$ cat src/rtl/pc_stack_unit.sv
// Program counter with a hardware return-address stack for nested calls.
// Overflow or underflow of the stack latches a fault that only reset clears.
module pc_stack_unit #(
  parameter int PC_WIDTH    = 5,
  parameter int STACK_DEPTH = 4,
  parameter int SP_WIDTH    = 3
) (
  input  logic                clk,
  input  logic                rst,
  input  logic                en,
  input  logic                jmp,
  input  logic                cal,
  input  logic                ret,
  input  logic [PC_WIDTH-1:0] jmp_addr,
  output logic [PC_WIDTH-1:0] pc,
  output logic [SP_WIDTH-1:0] sp,
  output logic                stack_full,
  output logic                stack_empty,
  output logic                fault,
  output logic [1:0]          fault_code
);

  localparam int IDX_W = SP_WIDTH - 1;
  localparam logic [0:0] ST_RUN   = 1'b0;
  localparam logic [0:0] ST_FAULT = 1'b1;
  localparam logic [PC_WIDTH-1:0] PC_ONE  = {{(PC_WIDTH-1){1'b0}}, 1'b1};
  localparam logic [SP_WIDTH-1:0] SP_ONE  = {{(SP_WIDTH-1){1'b0}}, 1'b1};
  localparam logic [SP_WIDTH-1:0] SP_ZERO = {SP_WIDTH{1'b0}};
  localparam logic [SP_WIDTH-1:0] SP_FULL = SP_WIDTH'(STACK_DEPTH);

  logic [0:0]          state_q, state_d;
  logic [PC_WIDTH-1:0] pc_q, pc_d;
  logic [SP_WIDTH-1:0] sp_q, sp_d;
  logic [1:0]          code_q, code_d;
  logic [PC_WIDTH-1:0] stack_q [STACK_DEPTH];

  logic                push_s;
  logic [PC_WIDTH-1:0] pc_inc_s;
  logic [SP_WIDTH-1:0] sp_dec_s;
  logic [IDX_W-1:0]    push_idx_s;
  logic [PC_WIDTH-1:0] pop_data_s;

  assign pc_inc_s   = pc_q + PC_ONE;
  assign sp_dec_s   = sp_q - SP_ONE;
  assign push_idx_s = sp_q[IDX_W-1:0];
  // sp_q never exceeds STACK_DEPTH, so the low bits address the top entry
  assign pop_data_s = stack_q[sp_dec_s[IDX_W-1:0]];

  // Next-state decode; strobe priority is cal > jmp > ret > sequential step
  always_comb begin
    state_d = state_q;
    pc_d    = pc_q;
    sp_d    = sp_q;
    code_d  = code_q;
    push_s  = 1'b0;
    if ((state_q == ST_RUN) && en) begin
      if (cal) begin
        if (sp_q == SP_FULL) begin
          state_d = ST_FAULT;
          code_d  = 2'b01;
        end else begin
          push_s = 1'b1;
          sp_d   = sp_q + SP_ONE;
          pc_d   = jmp_addr;
        end
      end else if (jmp) begin
        pc_d = jmp_addr;
      end else if (ret) begin
        if (sp_q == SP_ZERO) begin
          state_d = ST_FAULT;
          code_d  = 2'b10;
        end else begin
          pc_d = pop_data_s;
          sp_d = sp_dec_s;
        end
      end else begin
        pc_d = pc_inc_s;
      end
    end else begin
      state_d = state_q;
    end
  end

  // Control registers
  always_ff @(posedge clk or posedge rst) begin
    if (rst) begin
      state_q <= ST_RUN;
      pc_q    <= {PC_WIDTH{1'b0}};
      sp_q    <= SP_ZERO;
      code_q  <= 2'b00;
    end else begin
      state_q <= state_d;
      pc_q    <= pc_d;
      sp_q    <= sp_d;
      code_q  <= code_d;
    end
  end

  // Return-address storage; popped entries keep their contents
  always_ff @(posedge clk or posedge rst) begin
    if (rst) begin
      for (int i = 0; i < STACK_DEPTH; i++) begin
        stack_q[i] <= {PC_WIDTH{1'b0}};
      end
    end else if (push_s) begin
      stack_q[push_idx_s] <= pc_inc_s;
    end else begin
      stack_q[push_idx_s] <= stack_q[push_idx_s];
    end
  end

  assign pc          = pc_q;
  assign sp          = sp_q;
  assign fault       = (state_q == ST_FAULT);
  assign fault_code  = code_q;
  assign stack_full  = (sp_q == SP_FULL);
  assign stack_empty = (sp_q == SP_ZERO);

endmodule

$ cat config.mk
export PLATFORM = sky130hd
export DESIGN_NAME = pc_stack_unit
export DESIGN_NICKNAME = d
export VERILOG_FILES = /design/src/rtl/pc_stack_unit.sv
export SDC_FILE = /design/constraint.sdc
export NUM_CORES = 1
export LEC_CHECK = 0
export CAP_MARGIN = 20
export CORE_MARGIN = 5
export CORE_UTILIZATION = 49
export CTS_CLUSTER_SIZE = 14
export DETAILED_ROUTE_END_ITERATION = 10
export MAX_ROUTING_LAYER = met4
export PLACE_DENSITY = 0.75
export RECOVER_POWER = 25
export SETUP_SLACK_MARGIN = 0.1
export SKIP_LAST_GASP = 1
export SLEW_MARGIN = 0
export SYNTH_ARGS = -nofsm -noshare
export SYNTH_HDL_FRONTEND = slang
export SYNTH_SLANG_ARGS = --single-unit
$ cat constraint.sdc
create_clock -name clk -period 2.2 [get_ports clk]
set_input_delay 0.44 -clock clk [delete_from_list [all_inputs] [get_ports clk]]
set_output_delay 0.44 -clock clk [all_outputs]
set_load 0.005 [all_outputs]
Yosys cells after proc, flatten, opt, wreduce, memory -nomap -nowiden
Cells that the tools add are included.
{ "classes": {"n_addsub": 3, "magnitude_cmp": 3, "n_eq_ne": 6, "n_mux": 34, "bitwise_logic": 3, "reduce_logical": 8} }
{ "ops": {"columns": ["cell", "n"], "rows": [
  ["$mux 5", 10],
  ["$bwmux 20", 2],
  ["$bmux 5 s2", 2],
  ["$mux 20", 1],
  ["$mux 3", 5],
  ["$demux 5 s2", 1],
  ["$mux 2", 5],
  ["$reduce_and 5->1", 2],
  ["$mux 1", 8],
  ["$ge 3x3->1 const B", 2],
  ["$not 2->3", 2],
  ["$add 5x1->5 const B", 1],
  ["$ne 2x1->1 const B", 2],
  ["$ne 2x2->1 const B", 2],
  ["$ne 4x4->1 const B", 1],
  ["$reduce_bool 2->1", 2],
  ["$add 3x1->3 const B", 1],
  ["$eq 3x3->1 const B", 1],
  ["$logic_not 3->1", 1],
  ["$lt 3x1->1 const B", 1],
  ["$reduce_and 3->1", 1],
  ["$sub 3x1->3 const B", 1],
  ["$logic_and 1x1->1", 2],
  ["$not 1->1", 1]
]} }
{ "totals": {"regBits": 31, "out_inout_bits": 13, "elab_cells": 65} }

Logic depth before layout (Yosys ltp)
Gate-level depths: netlist of the first run.
{ "depth": {"ltp_word": 9, "depth_mapped": 8, "mapped_depth_nobuf": 6} }

Worst setup path after synthesis of the first run
OpenSTA, ideal clock, no wires.
{ "synth_path": {"path_type": "register -> register", "from": "reg sp_q[0], in the netlist sp[0]", "to": "reg pc_q[4], in the netlist pc[4]", "setup_time_ps": 121, "arrival_ps": 2029, "required_ps": 2079, "setup_slack_ps": 50, "path_stages_with_launch": 9, "path_buffers": 2, "period_less_slack_ps": 2150, "path_cell_list": "dfrtp_1 -> buf_6 -> inv_1 -> ha_1 -> clkbuf_1 -> mux4_1 -> and2_1 -> a211o_1 -> a22o_1"} }
{ "synth_between": {"elab_chain_len": 9} }
{ "synth_lines": {"columns": ["element", "line", "text"], "rows": [
  ["start, declared", "33", "logic [SP_WIDTH-1:0] sp_q, sp_d;"],
  ["start signal, assigned", "94", "sp_q <= sp_d;"],
  ["$sub 3x1->3", "44", "assign sp_dec_s = sp_q - SP_ONE;"],
  ["net sp_dec_s[0]", "39", "logic [SP_WIDTH-1:0] sp_dec_s;"],
  ["$not 2->3 (not written as such)", "47", "assign pop_data_s = stack_q[sp_dec_s[IDX_W-1:0]];"],
  ["$bmux 5 s2", "47", null],
  ["$mux 5 (not written as such) (2 in a row)", "47", null],
  ["$mux 5", "69", "if (sp_q == SP_ZERO) begin"],
  ["$mux 5", "68", "end else if (ret) begin"],
  ["$mux 5", "66", "end else if (jmp) begin"],
  ["$mux 5", "57", "if (cal) begin"],
  ["end signal, assigned", "88", "pc_q <= {PC_WIDTH{1'b0}};"],
  ["end signal, assigned", "93", "pc_q <= pc_d;"],
  ["end, declared", "32", "logic [PC_WIDTH-1:0] pc_q, pc_d;"]
]} }
The timed path passes the listed nets, and every way through them passes these cells. The select of a mux whose other input is x is not followed.
A chain may end at the register's enable or synchronous reset.

Final worst setup path of the first run
{ "layout_path": {"from": "reg sp_q[0], in the netlist sp[0]", "to": "out stack_full"} }
{ "layout_between": {"elab_chain_len": 1} }
{ "layout_lines": {"columns": ["element", "line", "text"], "rows": [
  ["$eq 3x3->1", "116", "assign stack_full = (sp_q == SP_FULL);"],
  ["end, declared", "17", "output logic stack_full,"]
]} }
No other way between the ends.

==> flow_summary.toml, run 1 <==
[logic_synthesis]
ys_seq_area_share_pct = 41.8
synthCells = 153
synth_area_um2 = 1850
synth_warnings = 0
synth_cell_types = 33
synth_ff_type = "dfrtp_1"
synth_edf_count = 0
async_flop_share_pct = 100
ys_seq_elements = 31
syn-mean-instance-area_um2 = 12.1
syn-num-nets = 170

[routing]
ant_nets = 0
drtPass1Iterations = 4
post_drt_wl_per_cell_um = 15.6
route.detailed.drc = 0
drt_iter0_drc = 58
routed_wl_mm = 3.62
dr_total_vias = 1246
via_per_inst = 5.37

[clocking]
cts_max_path_buffers = 2
cts_max_level = 2
cts_buffers = 5
clk_latency_ns = 0.28
cts_tree = "done"
cts_sinks = 31
post-cts-setup-buffers = 0
root_buffer = "clkbuf_8"
clk_pin_slew_worst_paths_ns = 0.06

[global_routing]
grt_usage_pct = 16.1
grt_pass1_wl_mm = 6.14
grt_max_degree = 32
grt_pass1_vias = 1260
grt_overflow = 0
antenna_found_initial = 0

[sta]
maxSlewHeadroom_pct = 48.4
finalCritPeriodShare_pct = 92.2
fin_crit_ns = 2.03
final_hold_viol_count = 0
skew_ns = 0.00196
fmax_mhz = 493
setup_violations = 0
slew_violations = 0
tightest_slew_ns = 0.774
rsz0062_at_grt = "no"
setup_tns_ns = 0

[power]
powerDensity_nw_per_um2 = 1420
power.internal_w = 0.00204
ir_worst_vdd_mv = 0.707
total_leakage_power_nw = 0.988
p_switching_w = 0.00112
p_clk_share_pct = 13.5
combPwrFrac_pct = 53.8
swShare_pct = 35.5
seq_power_share_pct = 32.7

[floorplan]
die_w_um = 71.5
rows = 22
dieArea_um2 = 5110
initial_core_util_pct = 50.6
die_h_um = 71.5
core-area_um2 = 3660
ioPinCount = 24

[worst_setup_path]
end_kind = "primary output"
crit_type = "reg2out"
cp_top_family = "buffers and inverters"
cp.required_ns = 1.76
crit_path_max_fanout = 6
critical-path-slowest-cell = "clkdlybuf4s50_1"
crit_buf_inv = 2
worst_setup_path_start_kind = "register"
max_stage_delay_ns = 0.50
crit_arrival_ns = 1.59
path_cells = "inv_2 -> ha_4 -> and2_1 -> clkdlybuf4s50_1"

[final_layout]
fillerInstances = 299
fin_nets = 200
antenna-diode-count = 0
final_common_cell = "dfrtp_1"
final_area_um2 = 2220
drive_gt1_share_pct = 21.7
final_cell_mix = "dfrtp_1, clkdlybuf4s50_1, nor2_1"
syn_to_final_growth_pct = 19.8

[status]
outcome = "finished clean"

[hold_path]
hp-class = "reg2reg"

[place]
io_buffers = 23
gp_congestion = 0.719
hpwl_mm = 2.64
dpl_cell_area_um2 = 2130

[flow_run]
cap_viol_max_count = 0
sequential cells by signal, summed over array words and instances, names as in the netlist:
name        flops
stack_q        20
pc              5
fault           1
fault_code      2
sp              3
final cells by class:
type                       instances  area, um2  share of cell area (%)
tap                               48       60.1                    2.70
clock buffer                       7       76.3                    3.43
timing repair buffer              33        305                    13.7
multi-input combinational        104        968                    43.6
inverter                           8       30.0                    1.35
sequential                        31        777                    35.0
clock inverter                     1       5.00                   0.225
worst paths after layout:
check	slack, ns	from	depth (start not counted)	endpoint
worst max-delay path	0.17	sp[0]	4	stack_full
worst min-delay path	0.51	fault	1	fault
worst max register to register	0.29	sp[0]	5	pc[4]
worst min register to register	0.51	fault	1	fault
max in group asynchronous	0.84	rst	3	sp[0]
min in group asynchronous	0.82	rst	3	pc[1]
cells in the mapped netlist (all sizes together), types with 2 or more instances:
library cell    n  share of area [%]
mux2i           6                3.2
dfrtp          31                 42
a21oi          10                2.7
nand2           6                1.2
o21ai           3               0.81
buf             7                3.7
nor2b           2               0.67
o31ai           2               0.81
nor2           19                3.8
ha              6                4.0
mux2           15                9.5
a22o            2               0.94
or2             2               0.68
nand3           3               0.81
clkdlybuf4s25   2                1.1
a211o           2               0.94
and2            3                1.0
xor2            3                1.4
mux4           10                 14
xnor2           4                1.9
inv             8                1.6
layer usage:
layer	part of all wire (%)	global-route usage (%)	vias to the layer above
met3	6.4	5.19	7
met2	47	24.5	28
met1	45	19.9	605
met5	0	-	-
met4	1.7	6.26	0
li1	-	-	606
timing repair:
item | in CTS | in global routing
endpoints found under the hold margin | 0 | 0
hold buffers | 0 | 0
gates resized for setup | 3 | 2
endpoints found under the setup margin | 2 | 1
power groups by stage:
stage	registers (W)	clock network (W)	logic (W)
2_1_floorplan	0.000998	0	0.00122
3_3_place_gp	0.00101	0	0.00163
3_5_place_dp	0.00104	0	0.00167
4_1_cts	0.00103	0.000445	0.00172
5_1_grt	0.00107	0.000467	0.00186
6_report	0.00103	0.000427	0.00170
stage by stage:
stage | hold slack, ns | worst slack [ns] | utilization, % | instances | power (W)
after global placement | 0.487 | 0.124 | 58.1 | 224 | 0.00264
after CTS | 0.521 | 0.117 | 60.7 | 232 | 0.00320
final | 0.510 | 0.171 | 60.7 | 232 | 0.00316
after floorplan | 0.486 | 0.103 | - | 153 | 0.00222
after detailed placement | 0.506 | 0.0491 | 58.1 | 224 | 0.00271
after global routing | 0.541 | 0.119 | 60.7 | 232 | 0.00340
cell families after synthesis:
family          Yosys count  synth area share, %
buf+inv                  18                 6.61
xor+xnor                  7                 3.31
simple gates             36                 8.84
flops                    31                 41.8
mux                      31                 26.5
compound gates           24                 8.84
fa+ha+maj                 6                 4.05
worst reg2reg max path, cell delays in order, from the launching register on:
cell     delay, ns
dfrtp_2       0.37
buf_4         0.23
mux4_1        0.59
and2_1        0.18
a211o_1       0.26
a22o_1        0.18
Note: power is estimated with default switching activity, not from simulation.
==> inputs of run 2 (changes only) <==
--- a/config.mk
+++ b/config.mk
@@ -5,13 +5,13 @@
 export SDC_FILE = /design/constraint.sdc
 export NUM_CORES = 1
 export LEC_CHECK = 0
-export CAP_MARGIN = 20
+export CAP_MARGIN = 5
 export CORE_MARGIN = 5
 export CORE_UTILIZATION = 49
 export CTS_CLUSTER_SIZE = 14
 export DETAILED_ROUTE_END_ITERATION = 10
 export MAX_ROUTING_LAYER = met4
-export PLACE_DENSITY = 0.75
+export PLACE_DENSITY = 0.84
 export RECOVER_POWER = 25
 export SETUP_SLACK_MARGIN = 0.1
 export SKIP_LAST_GASP = 1
==> flow_summary.toml, run 2 (same netlist as run 1, synthesis figures left out) <==
[sta]
setup_violations = 0
fmax_mhz = 492
setup_ws_ns = 0.168
tightest_slew_ns = 0.760
finalCritPeriodShare_pct = 92.3
skew_ns = 0.00674
setup_tns_ns = 0
fin_crit_ns = 2.03
rsz0062_at_grt = "no"
slew_violations = 0
maxSlewHeadroom_pct = 49.4
final_hold_viol_count = 0

[power]
ir_worst_vdd_mv = 0.632
powerDensity_nw_per_um2 = 1440
power.internal_w = 0.00205
seq_power_share_pct = 32.2
p_switching_w = 0.00117
swShare_pct = 36.4
combPwrFrac_pct = 54.7
p_clk_share_pct = 13.1
total_leakage_power_nw = 0.994

[final_layout]
syn_to_final_growth_pct = 20.4
final_area_um2 = 2230
final_cell_mix = "dfrtp_1, clkdlybuf4s50_1, nor2_1"
largest-register = "stack_q"
drive_gt1_share_pct = 22.2
final_common_cell = "dfrtp_1"
fillerInstances = 269
fin_nets = 202
largest_reg_flops = 20
antenna-diode-count = 0

[routing]
post_drt_wl_per_cell_um = 16.9
ant_nets = 0
drt_iter0_drc = 85
drtPass1Iterations = 4
routed_wl_mm = 3.93
route.detailed.drc = 0
via_per_inst = 5.67
dr_total_vias = 1320

[global_routing]
grt_pass1_vias = 1407
grt_max_degree = 32
grt_overflow = 0
antenna_found_initial = 0
grt_pass1_wl_mm = 6.68
grt_usage_pct = 17.5

[clocking]
cts_buffers = 5
clk_pin_slew_worst_paths_ns = 0.06
cts_tree = "done"
cts_sinks = 31
cts_max_path_buffers = 2
clk_latency_ns = 0.29
post-cts-setup-buffers = 0
root_buffer = "clkbuf_8"
holdBufCountCts = 0
cts_max_level = 2

[worst_setup_path]
end_kind = "primary output"
crit_arrival_ns = 1.59
path_cells = "inv_2 -> ha_4 -> and2_1 -> clkdlybuf4s50_1"
cp.required_ns = 1.76
worst_setup_path_start_kind = "register"
crit_type = "reg2out"
max_stage_delay_ns = 0.50
critical-path-slowest-cell = "clkdlybuf4s50_1"
crit_path_max_fanout = 6

[floorplan]
rows = 22
core-area_um2 = 3660
initial_core_util_pct = 50.6
die_h_um = 71.5
ioPinCount = 24
die_w_um = 71.5
dieArea_um2 = 5110

[flow_run]
cap_viol_max_count = 0

[hold_path]
hp-class = "reg2reg"

[place]
dpl_cell_area_um2 = 2140
hpwl_mm = 2.87
gp_congestion = 0.830
io_buffers = 23
place_ws_ns = 0.134

[status]
outcome = "finished clean"
run 2: cell types whose count changed in the layout (fill, tap and decap cells not counted), sizes merged:
cell | before | now
clkinv | 1 | 0
buf | 9 | 11
run 2: cell type report:
cell class                 instances  area, um2  area share, %
tap                               48       60.1           2.69
clock buffer                       7       76.3           3.42
inverter                           8       30.0           1.35
timing repair buffer              35        320           14.3
sequential                        31        777           34.8
multi-input combinational        104        968           43.4
run 2: worst max-delay path, delay by kind of cell, from the launching register on:
kind / cells / cell delay (ns)
adder cells (fa/ha/maj): 1 / 0.17
buffers and inverters: 2 / 0.59
flip-flops: 1 / 0.41
AND/OR/NAND/NOR: 1 / 0.14
run 2: worst paths after layout:
kind                       startpoint         end  slack, ns  depth (start not counted)
max                             sp[0]  stack_full       0.17                          4
min                             fault       fault       0.52                          1
max reg2reg                     sp[0]       pc[4]       0.27                          5
min reg2reg                     fault       fault       0.52                          1
max in group asynchronous         rst       sp[0]       0.86                          3
min in group asynchronous         rst       pc[2]       0.80                          3
run 2: power by group through the flow:
stage          Combinational, W  Clock, W  Sequential [W]
5_1_grt                 0.00191  0.000452         0.00108
4_1_cts                 0.00178  0.000429         0.00103
3_5_place_dp            0.00171         0         0.00104
6_report                0.00176  0.000421         0.00104
2_1_floorplan           0.00122         0        0.000998
3_3_place_gp            0.00164         0         0.00101
run 2: metal layers:
layer	global-route usage, %	wire [um]	vias up
met5	-	0	-
met4	6.68	86	0
met3	5.61	162	11
met2	30.6	2110	25
met1	18.3	1570	671
li1	-	-	613
run 2: repair_timing:
| item | 4_1_cts | 5_1_grt |
|---|---|---|
| resized for setup | 3 | 2 |
| endpoints found under the setup margin | 2 | 2 |
| gates cloned | 0 | 0 |
run 2: per-stage QoR:
| stage | util, % | std cells | total power [W] | hold slack, ns |
|---|---|---|---|---|
| final | 61.0 | 233 | 0.00322 | 0.517 |
| after global routing | 61.0 | 233 | 0.00344 | 0.540 |
| after CTS | 61.0 | 233 | 0.00324 | 0.525 |
| after detailed placement | 58.5 | 226 | 0.00275 | 0.507 |
| after global placement | 58.5 | 226 | 0.00265 | 0.491 |
| after floorplan | - | 153 | 0.00222 | 0.486 |
==> inputs of run 3 (changes only) <==
--- a/config.mk
+++ b/config.mk
@@ -6,7 +6,7 @@
 export NUM_CORES = 1
 export LEC_CHECK = 0
 export CAP_MARGIN = 5
-export CORE_MARGIN = 5
+export CORE_MARGIN = 2
 export CORE_UTILIZATION = 49
 export CTS_CLUSTER_SIZE = 14
 export DETAILED_ROUTE_END_ITERATION = 10
==> flow_summary.toml, run 3 (same netlist as run 1, synthesis figures left out) <==
[status]
outcome = "finished clean"

[routing]
route.detailed.drc = 0
dr_wl_met2_mm = 2.21
met3_wirelength_um = 153
routed_wl_mm = 4.08
drt_iter0_drc = 123
dr_total_vias = 1359
routed.top_layer = "met4"
drtPass1Iterations = 4
via_per_inst = 5.73
m1WireLength_mm = 1.66
ant_nets = 0
post_drt_wl_per_cell_um = 17.2

[worst_setup_path]
crit_arrival_ns = 1.59
crit_buf_inv = 3
worstReg2RegEnd = "pc[4]"
crit_type = "reg2out"
cp_top_family = "buffers and inverters"
max_stage_delay_ns = 0.51
cp.required_ns = 1.76
worst_setup_path_start_kind = "register"
ff2ff_setup_slack_ns = 0.36
crit_path_max_fanout = 4
reg2reg_from = "sp[0]"
ff2ff_path_depth = 5
path_cells = "inv_2 -> ha_4 -> inv_1 -> nor2_1 -> clkdlybuf4s50_1"
critical-path-slowest-cell = "clkdlybuf4s50_1"
end_kind = "primary output"

[floorplan]
die_h_um = 65.5
dieArea_um2 = 4290
die_w_um = 65.5
initial_core_util_pct = 50.6
ioPinCount = 24
rows = 22
core-area_um2 = 3660

[final_layout]
drive_gt1_share_pct = 24.9
final_area_um2 = 2260
final_cell_mix = "dfrtp_1, clkdlybuf4s50_1, nor2_1"
fin_nets = 205
largest_reg_flops = 20
antenna-diode-count = 0
final_common_cell = "dfrtp_1"
fillerInstances = 272
largest-register = "stack_q"
syn_to_final_growth_pct = 21.9

[sta]
finalCritPeriodShare_pct = 92.3
tightest_slew_ns = 0.765
fin_crit_ns = 2.03
setup_tns_ns = 0
setup_violations = 0
skew_ns = 0.00566
final_hold_viol_count = 0
rsz0062_at_grt = "no"
maxSlewHeadroom_pct = 49.0
fmax_mhz = 493
slew_violations = 0

[hold_path]
hold_depth = 1
hp-class = "reg2reg"
hp-start = "fault"
hold_end = "fault"

[global_routing]
grt_max_degree = 32
antenna_found_initial = 0
grt_pass1_vias = 1390
grt_overflow = 0
grt_pass1_wl_mm = 6.77
grt_usage_pct = 22.0

[clocking]
root_buffer = "clkbuf_8"
cts_buffers = 5
cts_sinks = 31
cts_max_path_buffers = 2
clk_latency_ns = 0.29
cts_max_level = 2
clk_pin_slew_worst_paths_ns = 0.07
holdBufCountCts = 0
cts_tree = "done"

[flow_run]
cap_viol_max_count = 0

[power]
powerDensity_nw_per_um2 = 1450
ir_worst_vdd_mv = 0.588
total_leakage_power_nw = 1.00

[place]
io_buffers = 23
hpwl_mm = 2.96
gp_congestion = 0.880
dpl_cell_area_um2 = 2160
-- run 3: cell count changes in the layout (fill, tap and decap cells not counted) --
cell and delta:
buf_4 +3, clkinv_2 +3, clkbuf_1 -2, clkdlybuf4s50_1 +1, dlymetal6s2s_1 -1
-- run 3: area by class of cell --
| type | instances | area, um2 | share of cell area (%) |
|---|---|---|---|
| clock buffers | 5 | 68.8 | 3.05 |
| flip-flops and latches | 31 | 777 | 34.4 |
| multi-input cells | 104 | 968 | 42.9 |
| clock inverters | 3 | 15.0 | 0.664 |
| repair buffers | 38 | 340 | 15.1 |
| well taps | 48 | 60.1 | 2.66 |
| inverters | 8 | 30.0 | 1.33 |
-- run 3: report_power, final --
group / leakage, nW / internal, W / total, W / switching (W)
clock network: 0.0477 / 0.000216 / 0.000432 / 0.000216
logic: 0.595 / 0.00103 / 0.00180 / 0.000773
registers: 0.361 / 0.000826 / 0.00105 / 0.000220
total: 1.00 / 0.00207 / 0.00328 / 0.00121
-- run 3: worst max-delay path by stage --
stage	from	end	slack, ns	depth (start not counted)
after floorplan	sp[0]	pc[4]	0.10	8
after global placement	jmp	fault_code[0]	0.18	5
after detailed placement	jmp	fault_code[0]	0.13	5
after CTS	sp[0]	stack_empty	0.11	5
after global routing	sp[0]	stack_empty	0.12	5
final	sp[0]	stack_empty	0.17	5
-- run 3: worst reg2reg max path, stage by stage (launching register included) --
cell	delay [ns]
dfrtp_2	0.37
buf_4	0.17
mux4_1	0.56
and2_1	0.18
a211o_1	0.27
a22o_1	0.18
-- run 3: per-stage QoR --
stage	util [%]	power (W)	hold WS [ns]	setup WS [ns]	instances
finish	61.7	0.00328	0.509	0.170	237
global route	61.7	0.00349	0.544	0.125	237
detailed placement	59.0	0.00278	0.508	0.126	228
global placement	59.0	0.00266	0.488	0.183	228
floorplan	-	0.00222	0.486	0.103	153
CTS	61.8	0.00328	0.523	0.113	237
-- run 3: metal layers --
layer	GRT usage (%)	vias to the layer above
li1	-	619
met1	25.3	699
met2	38.3	30
met3	5.48	11
met4	6.51	0
met5	-	-
-- run 3: repair_timing --
item,4_1_cts,5_1_grt
resized for setup,2,2
endpoints found under the setup margin,2,2
pin swaps,1,0
gates cloned,0,0
endpoints found under the hold margin,0,0
buffers inserted,1,0
